<file path="config.mk">
export PLATFORM = sky130hd
export DESIGN_NAME = mux_scan_ctrl
export DESIGN_NICKNAME = d
export VERILOG_FILES = /design/src/rtl/mux_scan_ctrl.sv
export SDC_FILE = /design/constraint.sdc
export NUM_CORES = 1
export LEC_CHECK = 0
export CAP_MARGIN = 40
export CORE_MARGIN = 8
export CORE_UTILIZATION = 30
export DETAILED_ROUTE_END_ITERATION = 10
export PLACE_DENSITY_LB_ADDON = 0.1
export SKIP_CTS_REPAIR_TIMING = 1
export SLEW_MARGIN = 20
export SYNTH_ARGS = -nofsm -noshare
export SYNTH_HDL_FRONTEND = slang
export SYNTH_SLANG_ARGS = --single-unit
</file>
<file path="constraint.sdc">
create_clock -name clk -period 1.77 [get_ports clk]
set_clock_uncertainty 0.2 [all_clocks]
set_input_delay 0.2655 -clock clk [delete_from_list [all_inputs] [get_ports clk]]
set_output_delay 0.2655 -clock clk [all_outputs]
set_load 0.03 [all_outputs]
</file>
<file path="src/rtl/mux_scan_ctrl.sv">
// Scans a downstream 4:1 mux one channel at a time, captures each channel into
// a 4-bit word and returns it to the consumer with a valid/ready handshake.
module mux_scan_ctrl #(
    parameter int SETTLE = 1
) (
    input  logic       clk,
    input  logic       rst,
    input  logic       start,
    input  logic       abort,
    input  logic       mux_y,
    output logic       sel_s0,
    output logic       sel_s1,
    output logic [3:0] dout,
    output logic       dout_valid,
    input  logic       dout_ready,
    output logic       busy,
    output logic [7:0] scan_count
);

    // state  | meaning
    // IDLE   | no scan, selects parked at channel 0
    // SETTLE | select just changed, waiting SETTLE cycles for the mux to settle
    // SAMPLE | one cycle, mux_y captured into dout[idx]
    // HOLD   | word complete, waiting for dout_ready
    typedef enum logic [1:0] {
        S_IDLE,
        S_SETTLE,
        S_SAMPLE,
        S_HOLD
    } state_t;

    // With SETTLE = 0 the SETTLE state is skipped entirely.
    localparam logic [2:0] SETTLE_INIT = (SETTLE > 0) ? 3'(SETTLE - 1) : 3'd0;
    localparam state_t     CHAN_ENTRY  = (SETTLE > 0) ? S_SETTLE : S_SAMPLE;

    state_t      state_q, state_d;
    logic [1:0]  idx_q, idx_d;
    logic [2:0]  cnt_q, cnt_d;
    logic [3:0]  dout_q, dout_d;
    logic [7:0]  count_q, count_d;

    always_ff @(posedge clk) begin
        if (rst) begin
            state_q <= S_IDLE;
            idx_q   <= 2'd0;
            cnt_q   <= 3'd0;
            dout_q  <= 4'd0;
            count_q <= 8'd0;
        end else begin
            state_q <= state_d;
            idx_q   <= idx_d;
            cnt_q   <= cnt_d;
            dout_q  <= dout_d;
            count_q <= count_d;
        end
    end

    always_comb begin
        state_d = state_q;
        idx_d   = idx_q;
        cnt_d   = cnt_q;
        dout_d  = dout_q;
        count_d = count_q;

        if (abort && state_q != S_IDLE) begin
            state_d = S_IDLE;
            idx_d   = 2'd0;
            cnt_d   = 3'd0;
            dout_d  = 4'd0;
        end else begin
            case (state_q)
                S_IDLE: begin
                    // abort in IDLE blocks a simultaneous start
                    if (start && !abort) begin
                        state_d = CHAN_ENTRY;
                        idx_d   = 2'd0;
                        cnt_d   = SETTLE_INIT;
                        dout_d  = 4'd0;
                    end
                end
                S_SETTLE: begin
                    if (cnt_q == 3'd0) begin
                        state_d = S_SAMPLE;
                    end else begin
                        cnt_d = cnt_q - 3'd1;
                    end
                end
                S_SAMPLE: begin
                    dout_d[idx_q] = mux_y;
                    if (idx_q == 2'd3) begin
                        state_d = S_HOLD;
                    end else begin
                        state_d = CHAN_ENTRY;
                        idx_d   = idx_q + 2'd1;
                        cnt_d   = SETTLE_INIT;
                    end
                end
                S_HOLD: begin
                    if (dout_ready) begin
                        count_d = count_q + 8'd1;
                        idx_d   = 2'd0;
                        if (start) begin
                            state_d = CHAN_ENTRY;
                            cnt_d   = SETTLE_INIT;
                            dout_d  = 4'd0;
                        end else begin
                            state_d = S_IDLE;
                        end
                    end
                end
                default: state_d = S_IDLE;
            endcase
        end
    end

    assign sel_s0     = idx_q[1];
    assign sel_s1     = idx_q[0];
    assign dout       = dout_q;
    assign dout_valid = (state_q == S_HOLD);
    assign busy       = (state_q != S_IDLE);
    assign scan_count = count_q;

endmodule

</file>
### Word-level counts from Yosys, hierarchy flattened

Index checks and enable logic that the tools add are counted.

* add/subtract/negate cells: 3
* multiply operators: 0
* div/mod/pow operators: 0
* magnitude comparators: 2
* equal/unequal tests: 10
* shift-type cells: 0
* muxes and demuxes: 23
* bitwise logic cells: 1
* reductions and logical operators: 14

Operators by type and width (count)
* two-way mux 3 bit: 5
* two-way mux 2 bit: 7
* two-way mux 4 bit: 3
* one-hot mux 3 bit (4 select lines): 1
* one-hot mux 4 bit (3 select lines): 1
* != test 2 bit (second input constant): 5
* adder 8 x 1 -> 8 bit (second input constant): 1
* one-hot mux 2 bit (4 select lines): 1
* AND reduction 4 bit: 2
* == test 2 bit (second input constant): 3
* one-hot mux 2 bit (3 select lines): 1
* AND reduction 3 bit: 2
* AND reduction 5 bit: 1
* bitwise mux 4 bit: 1
* logical AND 1 bit: 3
* logical NOT 3 bit: 1
* < comparator 2 x 3 -> 1 bit (second input constant): 1
* nonzero test 3 bit: 1
* subtractor 3 x 1 -> 3 bit (second input constant): 1
* adder 2 x 1 -> 2 bit (second input constant): 1
* demux 1 bit (select 2 bit): 1
* == test 2 x 1 -> 1 bit (second input constant): 1
* >= comparator 2 x 1 -> 1 bit (second input constant): 1
* logical NOT 2 bit: 1
* 6 further kinds: 7

* bits in registers: 19
* latch bits: 0
* RAM bits: 0
* bits in read-only memories: 0
* logic and storage cells: 58
* memories kept: 0

### Depth between registers and ports, before layout

Gate-level depths: netlist of the first run.

* word-level depth: 6
* depth in mapped cells: 6

### Least setup slack after synthesis of the first run

Ideal clock, no wire load.

* kind: flip-flop to flip-flop
* start point: register cnt_q[0]
* end point: register cnt_q[1]
* arrival: 1351 ps
* required time: 1478 ps
* setup slack: 127 ps
* cell stages (with the launch flop): 7
* clock period less this slack: 1643 ps
* cells stage by stage: dfxtp_1 -> inv_1 -> ha_1 -> ha_1 -> mux2_2 -> o22a_1 -> o32ai_1

* cells in the longest elaborated chain, start to end: 3

RTL lines
* start: declaration: RTL line 38 `logic [2:0] cnt_q, cnt_d;`
* start signal: assignment: RTL line 52 `cnt_q <= cnt_d;`
* subtractor 3 x 1 -> 3 bit / logical NOT 3 bit (equally long branches): RTL line 85, 82
* two-way mux 3 bit / != test 2 bit (equally long branches)
* one-hot mux 3 bit (4 select lines) / AND reduction 5 bit (equally long branches)

Parallel ways exist; a longest one is shown, timed or not. The select of a mux whose other input is x is not followed.
A chain may end at the register's enable or synchronous reset.

### Worst setup path after layout of the first run

* start point: register state_q[1]
* end point: output dout_valid

* cells in the longest elaborated chain, start to end: 1

RTL lines
* start: declaration: RTL line 36 `state_t state_q, state_d;`
* start signal: assignment: RTL line 50 `state_q <= state_d;`
* == test 2 bit: RTL line 119 `assign dout_valid = (state_q == S_HOLD);`
* end: declaration: RTL line 14 `output logic dout_valid,`

Every way passes these cells.

==> results of run 1 <==
sequential cells by signal, indices dropped and copies added, names as in the netlist:
name	cells
scan_count	8
cnt_q	3
dout	4
idx_q	2
state_q	2
cell usage in the layout, fill, tap and decap left out, drive strengths merged, types with 2 or more instances in the layout:
cell	count
o32ai	3
xnor2	3
clkbuf	3
nand2	10
a31oi	2
nor2	11
dfxtp	19
inv	7
a21oi	8
mux2	2
o22a	3
nor3	2
dlymetal6s2s	14
ha	7
buf	12
nand4	2
and2b	2
nand3	6
o21ai	8
xor2	4
clkdlybuf4s50	5
synthesized netlist by cell type (3+ instances only):
cell and number:
o22a_1 3, xor2_1 4, nand3_1 6, o21ai_0 8, nor2_1 11, xnor2_1 3
a21oi_1 8, inv_1 7, o32ai_1 3, ha_1 7, nand2_1 10, dfxtp_1 19
routing by layer:
| layer | wire [um] | vias to the layer above |
|---|---|---|
| met2 | 1360 | 14 |
| li1 | - | 495 |
| met3 | 148 | 2 |
| met5 | 0 | - |
| met1 | 1150 | 452 |
| met4 | 14 | 0 |
cell type report:
class	instances	area share, %
Clock buffer	3	1.53
Clock inverter	1	0.341
Inverter	7	1.79
Multi-Input combinational cell	91	44.4
Sequential cell	19	26.4
Tap cell	48	4.09
Timing Repair Buffer	31	21.5
cells by family after synthesis:
group / count (synthesis) / share of synthesized area (%)
fa+ha+maj: 7 / 8.09
simple gates: 44 / 23.7
flops: 19 / 35.1
mux: 3 / 3.01
compound gates: 30 / 18.6
buf+inv: 12 / 5.78
xor+xnor: 7 / 5.66
power groups by stage:
stage	sequential, mW	combinational [mW]	clock, mW
after floorplan	0.451	0.0672	0
after global placement	0.454	0.114	0
after detailed placement	0.454	0.114	0
after CTS	0.444	0.115	0.243
after global routing	0.446	0.123	0.261
final	0.444	0.114	0.225
worst paths after layout:
| path | from | endpoint | depth (start not counted) | slack, ns |
|---|---|---|---|---|
| min reg2reg | dout[1]$_SDFFE_PP0P_ | dout[1]$_SDFFE_PP0P_ | 2 | 0.28 |
| max reg2reg | cnt_q[0]$_SDFFE_PP0P_ | cnt_q[2]$_SDFFE_PP0P_ | 6 | 0.10 |
| min | dout[1]$_SDFFE_PP0P_ | dout[1]$_SDFFE_PP0P_ | 2 | 0.28 |
| max | state_q[1]$_SDFFE_PP0P_ | dout_valid | 3 | 0.08 |
worst register-to-register path: cells and delay by family (launching register included):
kind            cells  cell delay (ns)
flops               1             0.36
fa+ha+maj           2             0.43
compound gates      2             0.29
buf+inv             1             0.06
mux                 1             0.25
metrics by stage:
stage	hold WS [ns]	util, %	cells	power (mW)	setup WS [ns]
3_5_place_dp	0.269	39.0	196	0.568	-0.0975
3_3_place_gp	0.265	39.0	196	0.568	-0.0395
6_report	0.283	41.4	200	0.783	0.0791
4_1_cts	0.288	39.8	200	0.802	-0.171
2_1_floorplan	0.213	-	122	0.518	0.127
5_1_grt	0.322	41.4	200	0.830	-0.00103
==> metrics.txt, run 1 <==
outcome complete, no violations; clock power share between 20% and 30%; hold crit path type reg -> reg; number of global-route vias before repair approximately 1,000; Yosys reg bits 19; Setup crit end kind primary output; initial antenna violation count 0; Max Slew Vio Count 0; CP Class reg -> out; die span in y roughly 76 um; Die W around 76 um; CP Launch Type flop; H-tree depth 1; gr ovfl total 0; MaxCap Viol Count 0; Fmax a little under 600 MHz; largest net degree at the start of global routing 14; CP delay by family, top flip-flops; final worst path period need 1.69 ns; actual slew at the worst max-slew pin between 0.3 and 0.4 ns; WP data arrival 1.23 ns; Final Setup Violations 0; Avg Inst Size Synth 8.87 um^2; vias per cell 4.82; clock latency on the worst-skew pair roughly 0.3 ns; top cell type's share of synthesized area between 30% and 40%; Comb pwr share around 14%; synth warn 0; M3 GR Usage under 10%; GR Util met2 ~17%; Multi-input gate area about 650 um^2; clock sink total 19; Max VDD drop 376 uV; vias post-DR about 960; GRT Total Usage 9.06%; IO Count 22; Critical Path, Cell by Cell buf_4 > and2_1 > buf_4; ranking of synthesized cells by area dfxtp_1 (35%), ha_1 (8.1%), nor2_1 (3.8%); register area share after synthesis 35.1%; nets roughly 170; Buffers on Ports 21; Cell Pwr Density 533 nW/um^2; CP Max Fanout 10; TritonCTS Buffers 3; Switching Power 0.216 mW; WL final roughly 2700 um; CP peak stage delay around 0.43 ns; clock tree buffer depth 2; DPL Wire Length just over 2000 um; sequential power share a little under three fifths; number of synthesized flops with an enable pin 0; Pre-antenna DRT Iters 3; Worst path slowest cell dfxtp_4; die footprint a little under 6000 um^2; Area growth, synth to finish 35.7%; WL/cell about 13 um; CTS tree yes; internal power 0.567 mW; most used cell, CP buf_4; final setup TNS 0 ns; Post-Syn Instances around 120; post-synthesis async set-or-reset flop share 0%; GR peak layer met2; Initial Util 30.5%; sw frac between 20% and 30%; Slew headroom between 70 and 80%; Worst-path clk slew approximately 0.12 ns; # diodes 0; # fillers ~350; post-route cell area about 1500 um^2; final hold violation count 0; 1st-iter DRT viols 28; GR Util met1 under 10%; first-pass GRT wire length between 4000 and 5000 um; leakage between 0.8 and 0.9 nW; DR DRC count 0; synthesized area about 1100 um^2; FF+latch area between 300 and 400 um^2; core footprint approximately 3600 um^2; fin crit share 95.5%; Critical Path RT ~1.3 ns; Routed Antenna Nets 0; placed cell areas roughly 1400 um^2; commonest register cell after synthesis dfxtp_1; Mapped Nets approximately 140; Unique masters post-synth 38; row count 22; root buffer cell clkbuf_4; share of cells above drive strength 1 a little under a fifth; Final GP Congestion between 0.7 and 0.8; CP bufs+invs 2; Yosys top cell by area dfxtp_1
No activity file was read; power rests on OpenSTA's default activity.
==> run 2: changes to the inputs <==
SETUP_SLACK_MARGIN = 0.02   (was unset)
==> run 2 against run 1 <==
Fmax is 1.9% higher. Final cell count is 1.0% higher. Hold slack hardly changed. Clock power hardly changed. Die area stayed put. Worst setup slack better by 0.031 ns. Register-to-register slack hardly changed. Global-route usage stayed put. Combinational power is 5% higher. Sequential power hardly changed. Core utilization is 0.53 points higher. Critical endpoint is now cnt_q[2]$_SDFFE_PP0P_. Highest routed layer unchanged.
==> metrics.txt, run 2 (synthesis results as in run 1) <==
met1 wire length between 1000 and 1500 um; Final GP Congestion 0.746; Largest register FFs 8; largest net degree at the start of global routing 14; outcome complete, no violations; clock latency on the worst-skew pair 0.30 ns; TritonCTS Buffers 3; clock tree buffer depth 2; post-route insts no fill roughly 200; initial antenna violation count 0; Final Setup Violations 0; Critical Path RT 1.78 ns; worst slack, placed -0.0975 ns; leakage 0.822 nW; DR DRC count 0; Worst path slowest cell dfxtp_2; total power 0.788 mW; wire length on met2 1370 um; Slew headroom between 70 and 80%; CTS tree yes; MaxCap Viol Count 0; row count 22; GRT Total Usage a little under a tenth; Routed Antenna Nets 0; actual slew at the worst max-slew pin 0.331 ns; core footprint between 3000 and 4000 um^2; CP peak stage delay 0.35 ns; hold crit path type reg -> reg; final hold violation count 0; Setup crit end kind flop; die footprint 5790 um^2; Max Slew Vio Count 0; Fmax between 600 and 700 MHz; Worst-path clk slew roughly 0.11 ns; Buffers on Ports 21; die span in y approximately 76 um; 1st-iter DRT viols 27; CP Max Fanout 4; WP data arrival around 1.7 ns; H-tree depth 1; vias per cell 4.83; unrepaired setup endpoints after global routing false; CP Class reg -> reg; Initial Util a little under a third; gr ovfl total 0; nets around 170; top sig layer met4; root buffer cell clkbuf_4; share of cells above drive strength 1 20.8%; commonest cells after routing, fill and taps aside dfxtp_1 (14), dlymetal6s2s_1 (14), buf_4 (14); final worst path period need between 1.5 and 2 ns; # diodes 0; Area growth, synth to finish 37.5%; Max VDD drop just under 400 uV; number of global-route vias before repair about 1,000; wire length on met3 approximately 150 um; IO Count 22; CP Launch Type flop; clock sink total 19; first-pass GRT wire length 4440 um; Pre-antenna DRT Iters 3; setup ws final 0.110 ns; fin crit share 93.8%; Cell Pwr Density about 530 nW/um^2; Critical Path, Cell by Cell inv_1 > ha_2 > ha_4 > mux2_2 > o22a_1 > o32ai_1; Die W around 76 um; final setup TNS 0 ns; WL final between 2000 and 3000 um; WL/cell between 10 and 15 um; vias post-DR around 1,000; placed insts 196; DPL Wire Length 2020 um
[run 2: critical path: cells and delay by family (launching register included)]
kind                       cells  cell delay (ns)
DFF                            1             0.35
adders and majority gates      2             0.34
muxes                          1             0.33
AOI/OAI and AO/OA              2             0.29
buffers and inverters          1             0.07
[run 2: stage by stage]
step / area, um^2 / hold WS (ns) / utilization (%)
4_1_cts: 1410 / 0.288 / 39.8
6_report: 1490 / 0.283 / 41.9
2_1_floorplan: 1080 / 0.213 / -
5_1_grt: 1490 / 0.322 / 41.9
3_3_place_gp: 1390 / 0.265 / 39.0
3_5_place_dp: 1390 / 0.269 / 39.0
[run 2: area by class of cell]
class                           count  area, um^2
Timing Repair Buffer               33         330
Fill cell                         351        2060
Clock buffer                        3        22.5
Inverter                            7        26.3
Sequential cell                    19         389
Multi-Input combinational cell     91         654
Clock inverter                      1        5.00
Tap cell                           48        60.1
[run 2: routing by layer]
metal | vias up | GRT usage (%)
li1 | 501 | -
met1 | 459 | 8.98
met2 | 14 | 16.8
met3 | 2 | 4.25
met4 | 0 | 1.73
met5 | - | 0
[run 2: worst paths after layout]
path	start	end	slack [ns]	cells after the start
hold / removal	dout[1]$_SDFFE_PP0P_	dout[1]$_SDFFE_PP0P_	0.28	2
setup / recovery	cnt_q[0]$_SDFFE_PP0P_	cnt_q[2]$_SDFFE_PP0P_	0.11	6
setup reg to reg	cnt_q[0]$_SDFFE_PP0P_	cnt_q[2]$_SDFFE_PP0P_	0.11	6
hold reg to reg	dout[1]$_SDFFE_PP0P_	dout[1]$_SDFFE_PP0P_	0.28	2
[run 2: power breakdown]
part / switching, mW / leakage, nW / internal (mW)
Sequential: 0.00946 / 0.156 / 0.433
Clock: 0.141 / 0.0177 / 0.0843
Combinational: 0.0664 / 0.648 / 0.0539
Total: 0.217 / 0.822 / 0.571
